**src/rtl/window_gen_3x3.sv**
```systemverilog
// Streaming 3x3 sliding-window generator: two row buffers plus a 3x3 shift window.
// One window is emitted per accepted pixel once the pixel is at row >= 2 and col >= 2.
module window_gen_3x3 #(
  parameter int unsigned IMG_W = 28,
  parameter int unsigned IMG_H = 28
) (
  input  logic        clk,
  input  logic        rst,
  input  logic        pixel_valid,
  input  logic [31:0] pixel_in,
  output logic        window_valid,
  output logic [31:0] W_1,
  output logic [31:0] W_2,
  output logic [31:0] W_3,
  output logic [31:0] W_4,
  output logic [31:0] W_5,
  output logic [31:0] W_6,
  output logic [31:0] W_7,
  output logic [31:0] W_8,
  output logic [31:0] W_9,
  output logic        frame_done
);

  localparam int unsigned CW = (IMG_W > 4) ? $clog2(IMG_W) : 2;
  localparam int unsigned RW = (IMG_H > 4) ? $clog2(IMG_H) : 2;

  localparam logic [CW-1:0] COL_ZERO = CW'(0);
  localparam logic [CW-1:0] COL_ONE  = CW'(1);
  localparam logic [CW-1:0] COL_TWO  = CW'(2);
  localparam logic [CW-1:0] COL_LAST = CW'(IMG_W - 1);
  localparam logic [RW-1:0] ROW_ZERO = RW'(0);
  localparam logic [RW-1:0] ROW_ONE  = RW'(1);
  localparam logic [RW-1:0] ROW_TWO  = RW'(2);
  localparam logic [RW-1:0] ROW_LAST = RW'(IMG_H - 1);

  logic [CW-1:0] col_r;
  logic [RW-1:0] row_r;
  logic [31:0]   line1_r [IMG_W];
  logic [31:0]   line2_r [IMG_W];
  logic [31:0]   win_r   [9];
  logic          window_valid_r;
  logic          frame_done_r;

  logic [31:0]   top_s;
  logic [31:0]   mid_s;
  logic          col_last_s;
  logic          row_last_s;
  logic          win_pos_s;

  // Buffer taps at the current column and position decode
  always_comb begin
    top_s      = line2_r[col_r];
    mid_s      = line1_r[col_r];
    col_last_s = (col_r == COL_LAST);
    row_last_s = (row_r == ROW_LAST);
    win_pos_s  = (col_r >= COL_TWO) && (row_r >= ROW_TWO);
  end

  // Raster position counters, wrapping at row and frame end
  always_ff @(posedge clk or negedge rst) begin
    if (!rst) begin
      col_r <= COL_ZERO;
      row_r <= ROW_ZERO;
    end else if (pixel_valid) begin
      if (col_last_s) begin
        col_r <= COL_ZERO;
        if (row_last_s) begin
          row_r <= ROW_ZERO;
        end else begin
          row_r <= row_r + ROW_ONE;
        end
      end else begin
        col_r <= col_r + COL_ONE;
      end
    end
  end

  // Row buffers are deliberately unreset; windows only read rows written this frame
  always_ff @(posedge clk) begin
    if (pixel_valid) begin
      line2_r[col_r] <= line1_r[col_r];
      line1_r[col_r] <= pixel_in;
    end
  end

  // 3x3 shift window: each row moves left, new right column enters from buffers and input
  always_ff @(posedge clk or negedge rst) begin
    if (!rst) begin
      for (int k = 0; k < 9; k++) begin
        win_r[k] <= 32'd0;
      end
    end else if (pixel_valid) begin
      for (int i = 0; i < 3; i++) begin
        win_r[3*i]   <= win_r[3*i+1];
        win_r[3*i+1] <= win_r[3*i+2];
      end
      win_r[2] <= top_s;
      win_r[5] <= mid_s;
      win_r[8] <= pixel_in;
    end
  end

  // Single-cycle strobes, one per accepted pixel, never held over idle cycles
  always_ff @(posedge clk or negedge rst) begin
    if (!rst) begin
      window_valid_r <= 1'b0;
      frame_done_r   <= 1'b0;
    end else begin
      window_valid_r <= pixel_valid && win_pos_s;
      frame_done_r   <= pixel_valid && col_last_s && row_last_s;
    end
  end

  assign window_valid = window_valid_r;
  assign frame_done   = frame_done_r;
  assign W_1 = win_r[0];
  assign W_2 = win_r[1];
  assign W_3 = win_r[2];
  assign W_4 = win_r[3];
  assign W_5 = win_r[4];
  assign W_6 = win_r[5];
  assign W_7 = win_r[6];
  assign W_8 = win_r[7];
  assign W_9 = win_r[8];

endmodule

```
**config.mk**
```make
export PLATFORM = sky130hd
export DESIGN_NAME = window_gen_3x3
export DESIGN_NICKNAME = d
export VERILOG_FILES = /design/src/rtl/window_gen_3x3.sv
export SDC_FILE = /design/constraint.sdc
export NUM_CORES = 2
export LEC_CHECK = 0
export CAP_MARGIN = 20
export CORE_MARGIN = 4
export CORE_UTILIZATION = 55
export DETAILED_ROUTE_END_ITERATION = 8
export DONT_BUFFER_PORTS = 1
export GPL_ROUTABILITY_DRIVEN = 0
export PLACE_DENSITY = 0.7
export SYNTH_ARGS = -nofsm -noshare
export SYNTH_HDL_FRONTEND = slang
export SYNTH_SLANG_ARGS = --single-unit
```
**constraint.sdc**
```tcl
create_clock -name clk -period 8.78 [get_ports clk]
set_clock_uncertainty 0.2 [all_clocks]
set_input_delay 2.195 -clock clk [delete_from_list [all_inputs] [get_ports clk]]
set_output_delay 2.195 -clock clk [all_outputs]
set_load 0.005 [all_outputs]
```
* Word level (Yosys, flattened, before mapping)
Memory sizes are Yosys's and may differ from the RTL's. A register that Yosys moved wholly into a read port is not among the register bits.
Index checks and enable logic that the tools add are counted.
** Storage, ports and cells
- Register bits :: 268
- RAM bits :: 1792
- Input port bits :: 35
- Memories kept :: 2
** Cells by class
- Add/sub/neg operators :: 2
- Order comparisons :: 2
- Equality and inequality tests :: 2
- Muxes and demuxes :: 4
- Reductions and logical operators :: 6
** Memories
- line1_r :: depth 28, bits a word 32, rd ports 1, clocked after memory_dff 0, wr ports 1, line 38 : logic [31:0] line1_r [IMG_W];
- line2_r :: depth 28, bits a word 32, rd ports 1, clocked after memory_dff 1, wr ports 1, line 39 : logic [31:0] line2_r [IMG_W];
** Operator list (count)
- 5-bit by 1-bit adder with 5-bit output (second input constant) :: 2
- 5-bit == test (second input constant) :: 2
- 5-bit by 2-bit >= comparator with 1-bit output (second input constant) :: 2
- 5-bit two-way mux :: 2
- 1-bit logical AND :: 4
- 1-bit two-way mux :: 2
- 2-bit AND reduction :: 1
- 1-bit logical NOT :: 1

* Longest topological paths before layout
- Depth in word-level cells :: 3
- Gate-level depth with buffers :: 8
- Depth with buffers taken out :: 6

* Worst setup path before layout
No wires, ideal clock.
- Kind :: in2reg
- From :: input port pixel_valid
- To :: memory line1_r[25][0] (enable)
- Setup time :: 0.565 ns
- Data arrival time :: 7.565 ns
- Data required time :: 8.015 ns
- Slack :: 0.451 ns
- Cell stages on the path :: 5
- Path buffers :: 3
- Cells stage by stage :: clkbuf_1 -> clkbuf_1 -> clkbuf_1 -> nand2_1 -> nor3_1
** On the way
- Cells in the longest elaborated chain, start to end :: 2
** Ends and longest elaborated chain
- from (decl) :: line 9 : input logic pixel_valid,
- 1-bit two-way mux :: line 80 : if (pixel_valid) begin
- 1-bit two-way mux (not written as such) :: line 82 : line1_r[col_r] <= pixel_in;
- to (decl) :: line 38
Every way passes these cells.

* Worst setup path in the final report
- From :: register col_r[1]
- To :: memory line2_r[3][4] (data pin)
** On the way
- Cells in the longest elaborated chain, start to end :: 1
** Ends and longest elaborated chain
- from (decl) :: line 36 : logic [CW-1:0] col_r;
- from (signal assigned) :: line 73 : col_r <= col_r + COL_ONE;
- memory 28 x 32 bit
- to (decl) :: line 39
Every way passes these cells.

==> impl_metrics.env <==
export IMPL_status="complete, but fails checks"
export IMPL_violations="max-slew violations"
export IMPL_path_clk_slew_ns=0.07
export IMPL_start_kind="flip-flop"
export IMPL_postCtsSetupBuffers=0
export IMPL_final_util=0.6145
export IMPL_clockBufferDepth=3
export IMPL_dpl_hpwl_microns=101400
export IMPL_synthToLayoutAreaGrowth_pct=11.18
export IMPL_die_y_microns=387.7
export IMPL_synth_edff_count=1792
export IMPL_drv_cap=0
export IMPL_critPathArrivalTime_ns=5.02
export IMPL_p_leak_nw=29.17
export IMPL_seq_area_sq_um=61330
export IMPL_pwr_share_clk=0.289
export IMPL_yosys_register_bits=2092
export IMPL_yosys_warnings=0
export IMPL_relSlewSlack=-0.05447
export IMPL_p_seq_frac=0.486
export IMPL_report_final_slew_viol_count=65
export IMPL_syn_nets=3930
export IMPL_p_comb_frac=0.224
export IMPL_wl_per_cell_microns=31.34
export IMPL_async_flop_share=0.1434
export IMPL_ys_top_cells_by_count="edfxtp_1, mux2i_1, dfrtp_1"
export IMPL_hold_buffers=0
export IMPL_hold_viol_final=0
export IMPL_worstRegToRegCells=6
export IMPL_fin_setup_tns_ns=0
export IMPL_cts_buffers=202
export IMPL_power_switching_mw=8.877
export IMPL_start_util=0.5527
export IMPL_end_kind="flip-flop"
export IMPL_drc=0
export IMPL_routed_wl_microns=189500
export IMPL_row_count=139
export IMPL_syn_instance_count=3889
export IMPL_rsz0062_at_grt="no"
export IMPL_dieArea_sq_um=150300
export IMPL_ant_nets=0
export IMPL_num_vias=38811
export IMPL_reg2reg_to="line2_r[3][4]"
export IMPL_setup_violations=0
export IMPL_cts_htree_levels=4
export IMPL_synthesis_area_sq_um=79300
export IMPL_period_minus_slack_ns=4.902
export IMPL_power_share_switching=0.3028
export IMPL_fin_crit_sh=0.5583
export IMPL_yosysSeqAreaShare=0.7732
export IMPL_synth_area_leaders="edfxtp_1, dfrtp_1, mux4_2, mux2i_1, mux2_2"
export IMPL_clk_latency_ns=0.83
export IMPL_crit_type="reg -> reg"
export IMPL_io_buffers=0
export IMPL_ios=325
export IMPL_cts_repair_resized=0
export IMPL_yosys_area_top_type_share=0.6786
export IMPL_drt_vias_per_instance=6.418
export IMPL_cp_required_ns=8.89
export IMPL_drive_above_1_share=0.2276
export IMPL_worst_path_max_fanout=97
export IMPL_vdd_drop_max_mv=0.2420
export IMPL_drtIter0Drc=4458
export IMPL_hold_path_endpoint="W_1[9]"
export IMPL_min_path_cells=1
export IMPL_reg2reg_slack_ns=3.88
export IMPL_netlist_cell_type_count=59
export IMPL_die_w_microns=387.7
export IMPL_core_region_area_sq_um=143500
export IMPL_antenna_found_initial=5
export IMPL_gr_total_overflow=0
export IMPL_intPower_mw=20.44
export IMPL_synth_ff_type="edfxtp_1"
export IMPL_r2r_start="col_r[1]"
export IMPL_tightest_slew_ns=1.582
export IMPL_grtUsageTotal=0.2521
export IMPL_syn_area_per_cell_sq_um=20.39
export IMPL_fill_cells=9811
export IMPL_hold_path_class="reg -> reg"
export IMPL_fmax_mhz=204.0
export IMPL_grt_max_degree=343
export IMPL_yosysMostFrequentCell="edfxtp_1"
export IMPL_cts_tree="built"
export IMPL_numClockSinks=2092
export IMPL_layout_nets=4003
export IMPL_grt_pass1_wl_microns=276700
export IMPL_grt_pass1_vias=38802
export IMPL_min_from="W_1[9]"
export IMPL_synth_top_cell_by_area="edfxtp_1"
export IMPL_multi_input_area_sq_um=17010
export IMPL_cts_root_buf="clkbuf_16"
export IMPL_dr_pass1_iters=6
export IMPL_powerDensity_nw_per_um2=332.5
power by group through the flow:
stage	clock, mW	sequential (mW)	combinational, mW
CTS	8.61	14.3	6.35
finish	8.48	14.3	6.58
global placement	0	14.5	6.18
global route	9.07	14.4	6.99
detailed placement	0	14.5	6.34
floorplan	0	14.0	4.28
worst max path at each step:
| stage | from | end | cells after the start |
|---|---|---|---|
| 3_3_place_gp | pixel_valid | row_r[4] | 6 |
| 3_5_place_dp | pixel_valid | row_r[4] | 6 |
| 6_report | col_r[1] | line2_r[3][4] | 6 |
| 2_1_floorplan | pixel_valid | line1_r[25][0] | 5 |
| 5_1_grt | col_r[0] | line2_r[3][17] | 6 |
| 4_1_cts | col_r[1] | line2_r[5][2] | 6 |
cell type report:
class,instances,area share
diodes,1,0.00002838
clock buffers,283,0.06295
clock inverters,102,0.01122
inverters,6,0.0002838
multi-input cells,1573,0.1929
flip-flops and latches,2092,0.6956
well taps,1903,0.02700
repair buffers,87,0.01005
state kept, by name, indices dropped and copies added, names as in the netlist:
register      flops
W_1              32
W_2              32
W_3              32
W_4              32
W_5              32
W_6              32
W_7              32
W_8              32
W_9              32
col_r             5
frame_done        1
line1_r         896
line2_r         896
row_r             5
window_valid      1
kinds of logic (layout without fill, tap and decap cells):
kind of cell,Yosys count,count (layout),synth area share
AND/OR/NAND/NOR,288,288,0.01868
multiplexers,877,877,0.1549
buffers and inverters,224,478,0.01519
other,0,1,0
adder cells (fa/ha/maj),6,6,0.0009466
flip-flops,2092,2092,0.7732
AO/OA/AOI/OAI,401,401,0.03698
XOR/XNOR,1,1,0.0001105
through the flow:
step / power [mW] / hold WS (ns) / cells / setup WS, ns / cell area [sq um]
3_3_place_gp: 20.65 / 0.3197 / 5652 / 3.284 / 81400
2_1_floorplan: 18.29 / 0.3055 / 3889 / 0.4505 / 79300
6_report: 29.32 / 0.3316 / 6047 / 3.878 / 88170
4_1_cts: 29.29 / 0.3410 / 6038 / 3.861 / 87960
3_5_place_dp: 20.86 / 0.3272 / 5653 / 3.297 / 81420
5_1_grt: 30.43 / 0.3556 / 6046 / 3.632 / 88170
metal layers:
layer / track usage / part of all wire
met2: 0.4006 / 0.49
met1: 0.3593 / 0.39
met5: 0 / 0.00011
met3: 0.05386 / 0.095
met4: 0.07051 / 0.026
layout by cell type (no fill, tap or decap), types with 8 or more instances in the layout:
cell / instances
a41oi_1: 8
nor4_1: 11
clkbuf_8: 17
a31oi_1: 55
mux2_2: 239
a22oi_1: 64
nor2_4: 24
mux4_2: 256
bufinv_16: 12
mux2i_1: 381
clkinv_2: 23
nand3_1: 24
clkinv_1: 44
nor2_1: 81
clkbuf_16: 203
nor3_1: 17
a221oi_1: 14
o22ai_1: 138
a211oi_1: 27
edfxtp_1: 1792
a22o_1: 35
clkbuf_1: 63
o21ai_1: 8
nand2_1: 72
dfrtp_1: 296
a21o_1: 9
buf_12: 9
nor4_2: 10
o21ai_0: 14
a221oi_2: 21
buf_4: 72
critical path, cell delays in order (launching register included):
cell and delay, ns:
dfrtp_4 0.92, buf_4 0.85, buf_12 0.54, mux4_2 0.41, a22o_1 0.26, nor4_2 0.29, nand2_1 0.67
No activity file was read; power rests on OpenSTA's default activity.
